===== src/rtl/imem_fetch_arbiter.sv =====
// imem_fetch_arbiter: shares one byte-wide dual-port BRAM between an
// instruction fetch port (32-bit word reads) and a loader port (32-bit word
// writes). Each word moves as two byte pairs: low half on ports A/B, then the
// high half.
//
// Optional feature: define IMEM_MISALIGN_TRAP_EN to flag fetches whose
// addr[1:0] is nonzero. Such a fetch skips the BRAM and answers err=1 and
// data=0. In the default build addr[1:0] is ignored and fetch_rsp_err is 0.
//
// state   | meaning
// --------+------------------------------------------------------------
// IDLE    | arbitrate; ready goes only to the granted requester
// RD_LO   | read bytes base+0/base+1
// RD_HI   | read bytes base+2/base+3; capture the low half of the word
// RD_WAIT | no enables; capture the high half of the word
// RSP     | fetch_rsp_valid held with stable data until fetch_rsp_ready
// WR_LO   | write bytes base+0/base+1 from load_data[15:0]
// WR_HI   | write bytes base+2/base+3 from load_data[31:16]
// DONE    | load_done pulse for one cycle
module imem_fetch_arbiter #(
  parameter int unsigned LOAD_PRIO = 0
) (
  input  logic        clk,
  input  logic        rst,
  input  logic        fetch_req_valid,
  output logic        fetch_req_ready,
  input  logic [11:0] fetch_addr,
  output logic        fetch_rsp_valid,
  input  logic        fetch_rsp_ready,
  output logic [31:0] fetch_rsp_data,
  output logic        fetch_rsp_err,
  input  logic        load_req_valid,
  output logic        load_req_ready,
  input  logic [11:0] load_addr,
  input  logic [31:0] load_data,
  output logic        load_done,
  output logic        bram_ena,
  output logic        bram_enb,
  output logic        bram_wea,
  output logic        bram_web,
  output logic [11:0] bram_addra,
  output logic [11:0] bram_addrb,
  output logic [7:0]  bram_dina,
  output logic [7:0]  bram_dinb,
  input  logic [7:0]  bram_douta,
  input  logic [7:0]  bram_doutb
);

  typedef enum logic [2:0] {
    IDLE, RD_LO, RD_HI, RD_WAIT, RSP, WR_LO, WR_HI, DONE
  } state_t;

  state_t      state;
  logic        last_load;
  logic [9:0]  word_q;
  logic [15:0] wr_hi_q;
  logic        grant_load;
  logic        misaligned;

  // Byte-offset bits of the load address never matter; addresses are word based.
`ifdef IMEM_MISALIGN_TRAP_EN
  logic        err_q;
  logic [1:0]  unused_addr_bits;
  assign unused_addr_bits = load_addr[1:0];
  assign misaligned       = |fetch_addr[1:0];
  assign fetch_rsp_err    = err_q;
`else
  logic [3:0]  unused_addr_bits;
  assign unused_addr_bits = {fetch_addr[1:0], load_addr[1:0]};
  assign misaligned       = 1'b0;
  assign fetch_rsp_err    = 1'b0;
`endif

  // Arbitration: a lone requester always wins; on a tie the loader wins when
  // LOAD_PRIO is set, otherwise whoever was not granted last.
  always_comb begin
    grant_load = 1'b0;
    if (load_req_valid) begin
      if (!fetch_req_valid)    grant_load = 1'b1;
      else if (LOAD_PRIO != 0) grant_load = 1'b1;
      else                     grant_load = ~last_load;
    end
  end

  // Ready is gated by rst so every output reads 0 while reset is held.
  assign fetch_req_ready = ~rst & (state == IDLE) & fetch_req_valid & ~grant_load;
  assign load_req_ready  = ~rst & (state == IDLE) & grant_load;

  // Sequencer: the state register and all registered outputs.
  always_ff @(posedge clk or posedge rst) begin
    if (rst) begin
      state           <= IDLE;
      last_load       <= 1'b1;
      word_q          <= 10'h0;
      wr_hi_q         <= 16'h0;
      fetch_rsp_data  <= 32'h0;
      fetch_rsp_valid <= 1'b0;
      load_done       <= 1'b0;
      bram_ena        <= 1'b0;
      bram_enb        <= 1'b0;
      bram_wea        <= 1'b0;
      bram_web        <= 1'b0;
      bram_addra      <= 12'h0;
      bram_addrb      <= 12'h0;
      bram_dina       <= 8'h0;
      bram_dinb       <= 8'h0;
`ifdef IMEM_MISALIGN_TRAP_EN
      err_q           <= 1'b0;
`endif
    end else begin
      case (state)
        IDLE: begin
          if (fetch_req_ready) begin
            last_load <= 1'b0;
            word_q    <= fetch_addr[11:2];
`ifdef IMEM_MISALIGN_TRAP_EN
            err_q     <= misaligned;
`endif
            if (misaligned) begin
              state <= RD_WAIT;
            end else begin
              state      <= RD_LO;
              bram_ena   <= 1'b1;
              bram_enb   <= 1'b1;
              bram_wea   <= 1'b0;
              bram_web   <= 1'b0;
              bram_addra <= {fetch_addr[11:2], 2'b00};
              bram_addrb <= {fetch_addr[11:2], 2'b01};
            end
          end else if (load_req_ready) begin
            last_load  <= 1'b1;
            word_q     <= load_addr[11:2];
            wr_hi_q    <= load_data[31:16];
            state      <= WR_LO;
            bram_ena   <= 1'b1;
            bram_enb   <= 1'b1;
            bram_wea   <= 1'b1;
            bram_web   <= 1'b1;
            bram_addra <= {load_addr[11:2], 2'b00};
            bram_addrb <= {load_addr[11:2], 2'b01};
            bram_dina  <= load_data[7:0];
            bram_dinb  <= load_data[15:8];
          end
        end
        RD_LO: begin
          bram_addra <= {word_q, 2'b10};
          bram_addrb <= {word_q, 2'b11};
          state      <= RD_HI;
        end
        RD_HI: begin
          fetch_rsp_data[15:0] <= {bram_doutb, bram_douta};
          bram_ena             <= 1'b0;
          bram_enb             <= 1'b0;
          state                <= RD_WAIT;
        end
        RD_WAIT: begin
`ifdef IMEM_MISALIGN_TRAP_EN
          if (err_q) fetch_rsp_data <= 32'h0;
          else       fetch_rsp_data[31:16] <= {bram_doutb, bram_douta};
`else
          fetch_rsp_data[31:16] <= {bram_doutb, bram_douta};
`endif
          fetch_rsp_valid <= 1'b1;
          state           <= RSP;
        end
        RSP: begin
          if (fetch_rsp_ready) begin
            fetch_rsp_valid <= 1'b0;
            state           <= IDLE;
          end
        end
        WR_LO: begin
          bram_addra <= {word_q, 2'b10};
          bram_addrb <= {word_q, 2'b11};
          bram_dina  <= wr_hi_q[7:0];
          bram_dinb  <= wr_hi_q[15:8];
          state      <= WR_HI;
        end
        WR_HI: begin
          bram_ena  <= 1'b0;
          bram_enb  <= 1'b0;
          bram_wea  <= 1'b0;
          bram_web  <= 1'b0;
          load_done <= 1'b1;
          state     <= DONE;
        end
        DONE: begin
          load_done <= 1'b0;
          state     <= IDLE;
        end
        default: state <= IDLE;
      endcase
    end
  end

endmodule

===== config.mk =====
export PLATFORM = sky130hd
export DESIGN_NAME = imem_fetch_arbiter
export DESIGN_NICKNAME = d
export VERILOG_FILES = /design/src/rtl/imem_fetch_arbiter.sv
export SDC_FILE = /design/constraint.sdc
export NUM_CORES = 1
export LEC_CHECK = 0
export ABC_AREA = 1
export CORE_MARGIN = 5
export CORE_UTILIZATION = 48
export CTS_CLUSTER_SIZE = 40
export DETAILED_ROUTE_END_ITERATION = 10
export GPL_TIMING_DRIVEN = 0
export PLACE_DENSITY = 0.91
export SYNTH_ARGS = -nofsm -noshare
export SYNTH_HDL_FRONTEND = slang
export SYNTH_SLANG_ARGS = --single-unit
export TNS_END_PERCENT = 10

===== constraint.sdc =====
create_clock -name clk -period 6.1 [get_ports clk]
set_input_delay 1.525 -clock clk [delete_from_list [all_inputs] [get_ports clk]]
set_output_delay 1.525 -clock clk [all_outputs]
set_load 0.01 [all_outputs]

# == Word-level counts from Yosys, hierarchy flattened ==
# Cells that the tools add are included.
# word_totals
output_inout_bits,81
reg_bits,106
input_bits,77
elab_cells,79
# classes
n_eq_ne,11
n_mux,28
reduce_logical,18
n_bitwise,8
# op_table
operator,n
$mux 12,4
$pmux 12 s2,2
$mux 8,4
$pmux 8 s2,2
$pmux 3 s8,1
$mux 10,2
$reduce_bool 2->1,7
$eq 3x3->1 const B,4
$reduce_and 2->1,6
$mux 3,3
$pmux 1 s2,4
$eq 3x2->1 const B,2
$mux 1,6
$ne 2x2->1 const B,3
$reduce_and 3->1,2
$and 1x1->1,4
$not 1->1,4
$reduce_or 2->1,2
$eq 3x1->1 const B,1
$logic_not 3->1,1
$ne 3x3->1 const B,1

# == Depth between registers and ports, before layout ==
# logic_depth
ltp_word,7
ltp_mapped,10
ltp_nobuf,9

# == Worst setup path before layout ==
# OpenSTA, ideal clock, no wires.
# synth_path
kind,in2reg
from,in rst
to,reg bram_addra[11]
path_buffers,1
required_time_ns,5.984
slack_ns,1.637
setup_time_ns,0.116
cell_stages,7
arrival_time_ns,4.347
path_cell_list,inv_1 > nand3_1 > a21oi_2 > nor2_4 > buf_2 > nand2_1 > nand2_1
# synth_via
elab_chain_len,6
elab_cells_between_ends,9
cone_classes,eq/ne (1); mux (2); bitwise (5); reduce/logical (1)
# synth_lines
element,line,rtl
start: declaration,24,"input logic rst,"
$not 1->1 (*),"86, 87",
$and 1x1->1 (*),"86, 87",
$and 1x1->1 (2 in series),86,assign fetch_req_ready = ~rst & (state == IDLE) & fetch_req_valid & ~grant_load;
$mux 12 or $ne 3x3->1 (tied branches),--,
$pmux 12 s2 or $reduce_and 2->1 (tied branches),--,
end signal: assignment,127,"bram_addra <= {fetch_addr[11:2], 2'b00};"
end signal: assignment,139,"bram_addra <= {load_addr[11:2], 2'b00};"
end signal: assignment,146,"bram_addra <= {word_q, 2'b10};"
end: declaration,41,"output logic [11:0] bram_addra,"
# Every way passes the cells marked *; elsewhere a longest branch is shown, timed or not.
# A chain may end at the register's enable or synchronous reset.

# == Worst setup path after layout ==
# layout_path
from,in fetch_req_valid
to,out load_req_ready
# layout_via
elab_chain_len,3
# layout_lines
element,line,rtl
start: declaration,25,"input logic fetch_req_valid,"
$mux 1,79,if (!fetch_req_valid) grant_load = 1'b1;
$mux 1,78,if (load_req_valid) begin
$and 1x1->1,87,assign load_req_ready = ~rst & (state == IDLE) & grant_load;
end: declaration,33,"output logic load_req_ready,"
# Every way passes these cells.

==> summary.txt <==
Crit-path max cell delay = 0.59 ns
Unrepaired setup endpoints after global routing = no
Die W = 105 um
Max-slew headroom = 0.615
Vias/cell = 5.00
R2R cell count = 7
Starting density of the core = 0.493
Largest net degree at the start of global routing = 52
Peak Freq = 201 MHz
Die area = 10,900 um2
Final wirelength = 12,300 um
RR Endpoint = bram_dina[7]
Hold_buf cts = 0
CTS tree = done
DRC viols = 0
Worst-Margin Slew = 0.577 ns
GPL Wtd Cong = 0.892
VDD IR max = 363 uV
First-pass GRT wire length = 20,300 um
CP max FO = 10
Via count = 3,967
Power Density = 510 nW/um2
Skew-Pair Late Insertion Delay = 0.36 ns
Min-Delay Path Class = flop to flop
CP Capture Type = output port
Syn-to-layout area delta = 44.2%
RR Startpoint = state[1]
Maxcap violations = 0
Initial antenna violation count = 0
Post-layout util = 0.711
Clk_skew = 0.0131 ns
Cell area after layout = 6200 um2
Gr usage total = 0.225
Minimum clock period = 4.98 ns
H-tree levels = 3
Cell count of the worst hold path = 2
Worst hold start = bram_addrb[0]
Outcome = finished, final reports clean
Core area = 8720 um2
Reg clk slew, reported paths = 0.10 ns
Setup violations, final = 0
Share of cells above drive strength 1 = 0.0861
Drt pass-1 iters = 4
Wirelength per Cell = 15.5 um
Synth Register Bits = 94
Final Max Slew Viols = 0
Crit path DAT = 3.46 ns
Critical setup path kind = input pin to output port
DP Area = 5980 um2
Synth Warn # = 0
Ports = 158
Hold path endpoint = bram_addrb[0]
Clk buf depth = 2
Critical path startpoint category = input pin
Register area = 2350 um2
Reg2Reg Setup Slack = 4.20 ns
Setup TNS = 0 ns
Cells after synthesis = 516
Post-cts sizing count = 0
TritonCTS buffer count = 9
Die Y = 105 um
Final period util = 0.817
Final antenna diode count = 0
Crit path cell chain = clkdlybuf4s50_1, nand2_1, nand2_2, inv_2, nand2_4, inv_2, buf_2, clkdlybuf4s50_1
Port Buffers = 151
Detail Placement HPWL = 9430 um
Nets = 762
Final Hold Viols = 0
Yosys cell types = 27
Avg Cell Area, Syn = 8.33 um2
Slowest stage cell, crit path = clkdlybuf4s50_1
CP required = 4.58 ns
Clock Sinks = 94
Initial drt markers = 151
Row cnt = 34
Register area share after synthesis = 0.547
Post-CTS Setup Inserts = 0
Filler Cell Count = 655
Cell Area, Synth = 4300 um2
Multi-input gate area = 1530 um2
Root Buffer = clkbuf_8
Vias in the first global route = 4,120
Leakage = 3.04 nW
Post-DRT Antenna Nets = 0
Grt ovf = 0
per-layer routing:
metal,track usage,wire [um],vias to the layer above,part of all wire
li1,-,-,1934,-
met4,0.0749,191,0,0.016
met2,0.373,5970,160,0.49
met1,0.263,4840,1858,0.39
met3,0.0962,1270,15,0.10
met5,0,0,-,0
worst max-delay path by stage:
stage               cells past startpoint             end  slack [ns]             from
floorplan                               7  bram_addra[11]        1.64              rst
finish                                  8  load_req_ready        1.12  fetch_req_valid
global route                            8  load_req_ready        0.99  fetch_req_valid
detailed placement                      8  load_req_ready        1.13  fetch_req_valid
CTS                                     8  load_req_ready        1.12  fetch_req_valid
global placement                        8   bram_addrb[5]        0.22              rst
cell usage after synthesis (all sizes together):
| library cell | n | area, um2 |
|---|---|---|
| nand4 | 10 | 62.6 |
| a21oi | 35 | 179 |
| nor2 | 59 | 245 |
| dfrtp | 93 | 2330 |
| o21ai | 52 | 272 |
| nand2 | 156 | 606 |
| dfstp | 1 | 26.3 |
| nand3 | 14 | 75.1 |
| nor3 | 2 | 10.0 |
| ha | 5 | 62.6 |
| clkbuf | 11 | 41.3 |
| inv | 47 | 176 |
| conb | 1 | 3.75 |
| o21bai | 1 | 7.51 |
| buf | 29 | 205 |
area by class of cell:
class	instances	area share
Buffer	40	0.0398
Clock buffer	10	0.0222
Clock inverter	6	0.0129
Inverter	47	0.0289
Multi-Input combinational cell	336	0.246
Sequential cell	94	0.380
Tap cell	108	0.0218
Timing Repair Buffer	152	0.248
report_power, final:
part	internal, mW	total [mW]	leakage [nW]	switching, mW
clock	0.208	0.440	0.106	0.232
sequential	0.934	1.11	1.12	0.178
combinational	0.789	1.61	1.81	0.819
worst max-delay path, delay by kind of cell:
family                 cells  cell delay (ns)
buffers and inverters      5             1.59
AND/OR/NAND/NOR            3             0.33
flip-flops by register name, summed over array words and instances, names as in the netlist:
name,cells
bram_addra,1
bram_addrb,11
bram_dina,8
bram_dinb,8
bram_enb,1
bram_web,1
fetch_rsp_data,32
fetch_rsp_valid,1
last_load,1
load_done,1
state,3
word_q,10
wr_hi_q,16
stage by stage:
step | power (mW) | hold WS (ns) | instances | setup slack [ns]
floorplan | 1.94 | 0.442 | 517 | 1.64
global placement | 2.64 | 0.453 | 776 | 0.218
detailed placement | 2.73 | 0.470 | 777 | 1.13
CTS | 3.18 | 0.494 | 793 | 1.12
global route | 3.39 | 0.502 | 793 | 0.991
finish | 3.16 | 0.486 | 793 | 1.12
layout by cell type (no fill, tap or decap), types with 3 or more instances in the layout:
cell type        netlist  routed
nand2_1              152     152
clkdlybuf4s50_1        0     151
dfrtp_1               93      93
nor2_1                57      57
inv_1                 44      43
o21ai_0               35      35
a21oi_1               34      34
buf_4                 17      17
o21ai_1               16      16
nand3_1               13      13
clkbuf_1              11      11
nand4_1               10      10
clkbuf_8               0      10
buf_2                  8       8
ha_1                   5       5
inv_2                  3       3
buf_6                  3       3
logic make-up after synthesis:
group,share of synthesized area
AOI/OAI and AO/OA,0.107
adders and majority gates,0.0146
buffers and inverters,0.0984
and+or+nand+nor,0.232
other,0.000872
DFF,0.547
No activity file was read; power rests on OpenSTA's default activity.
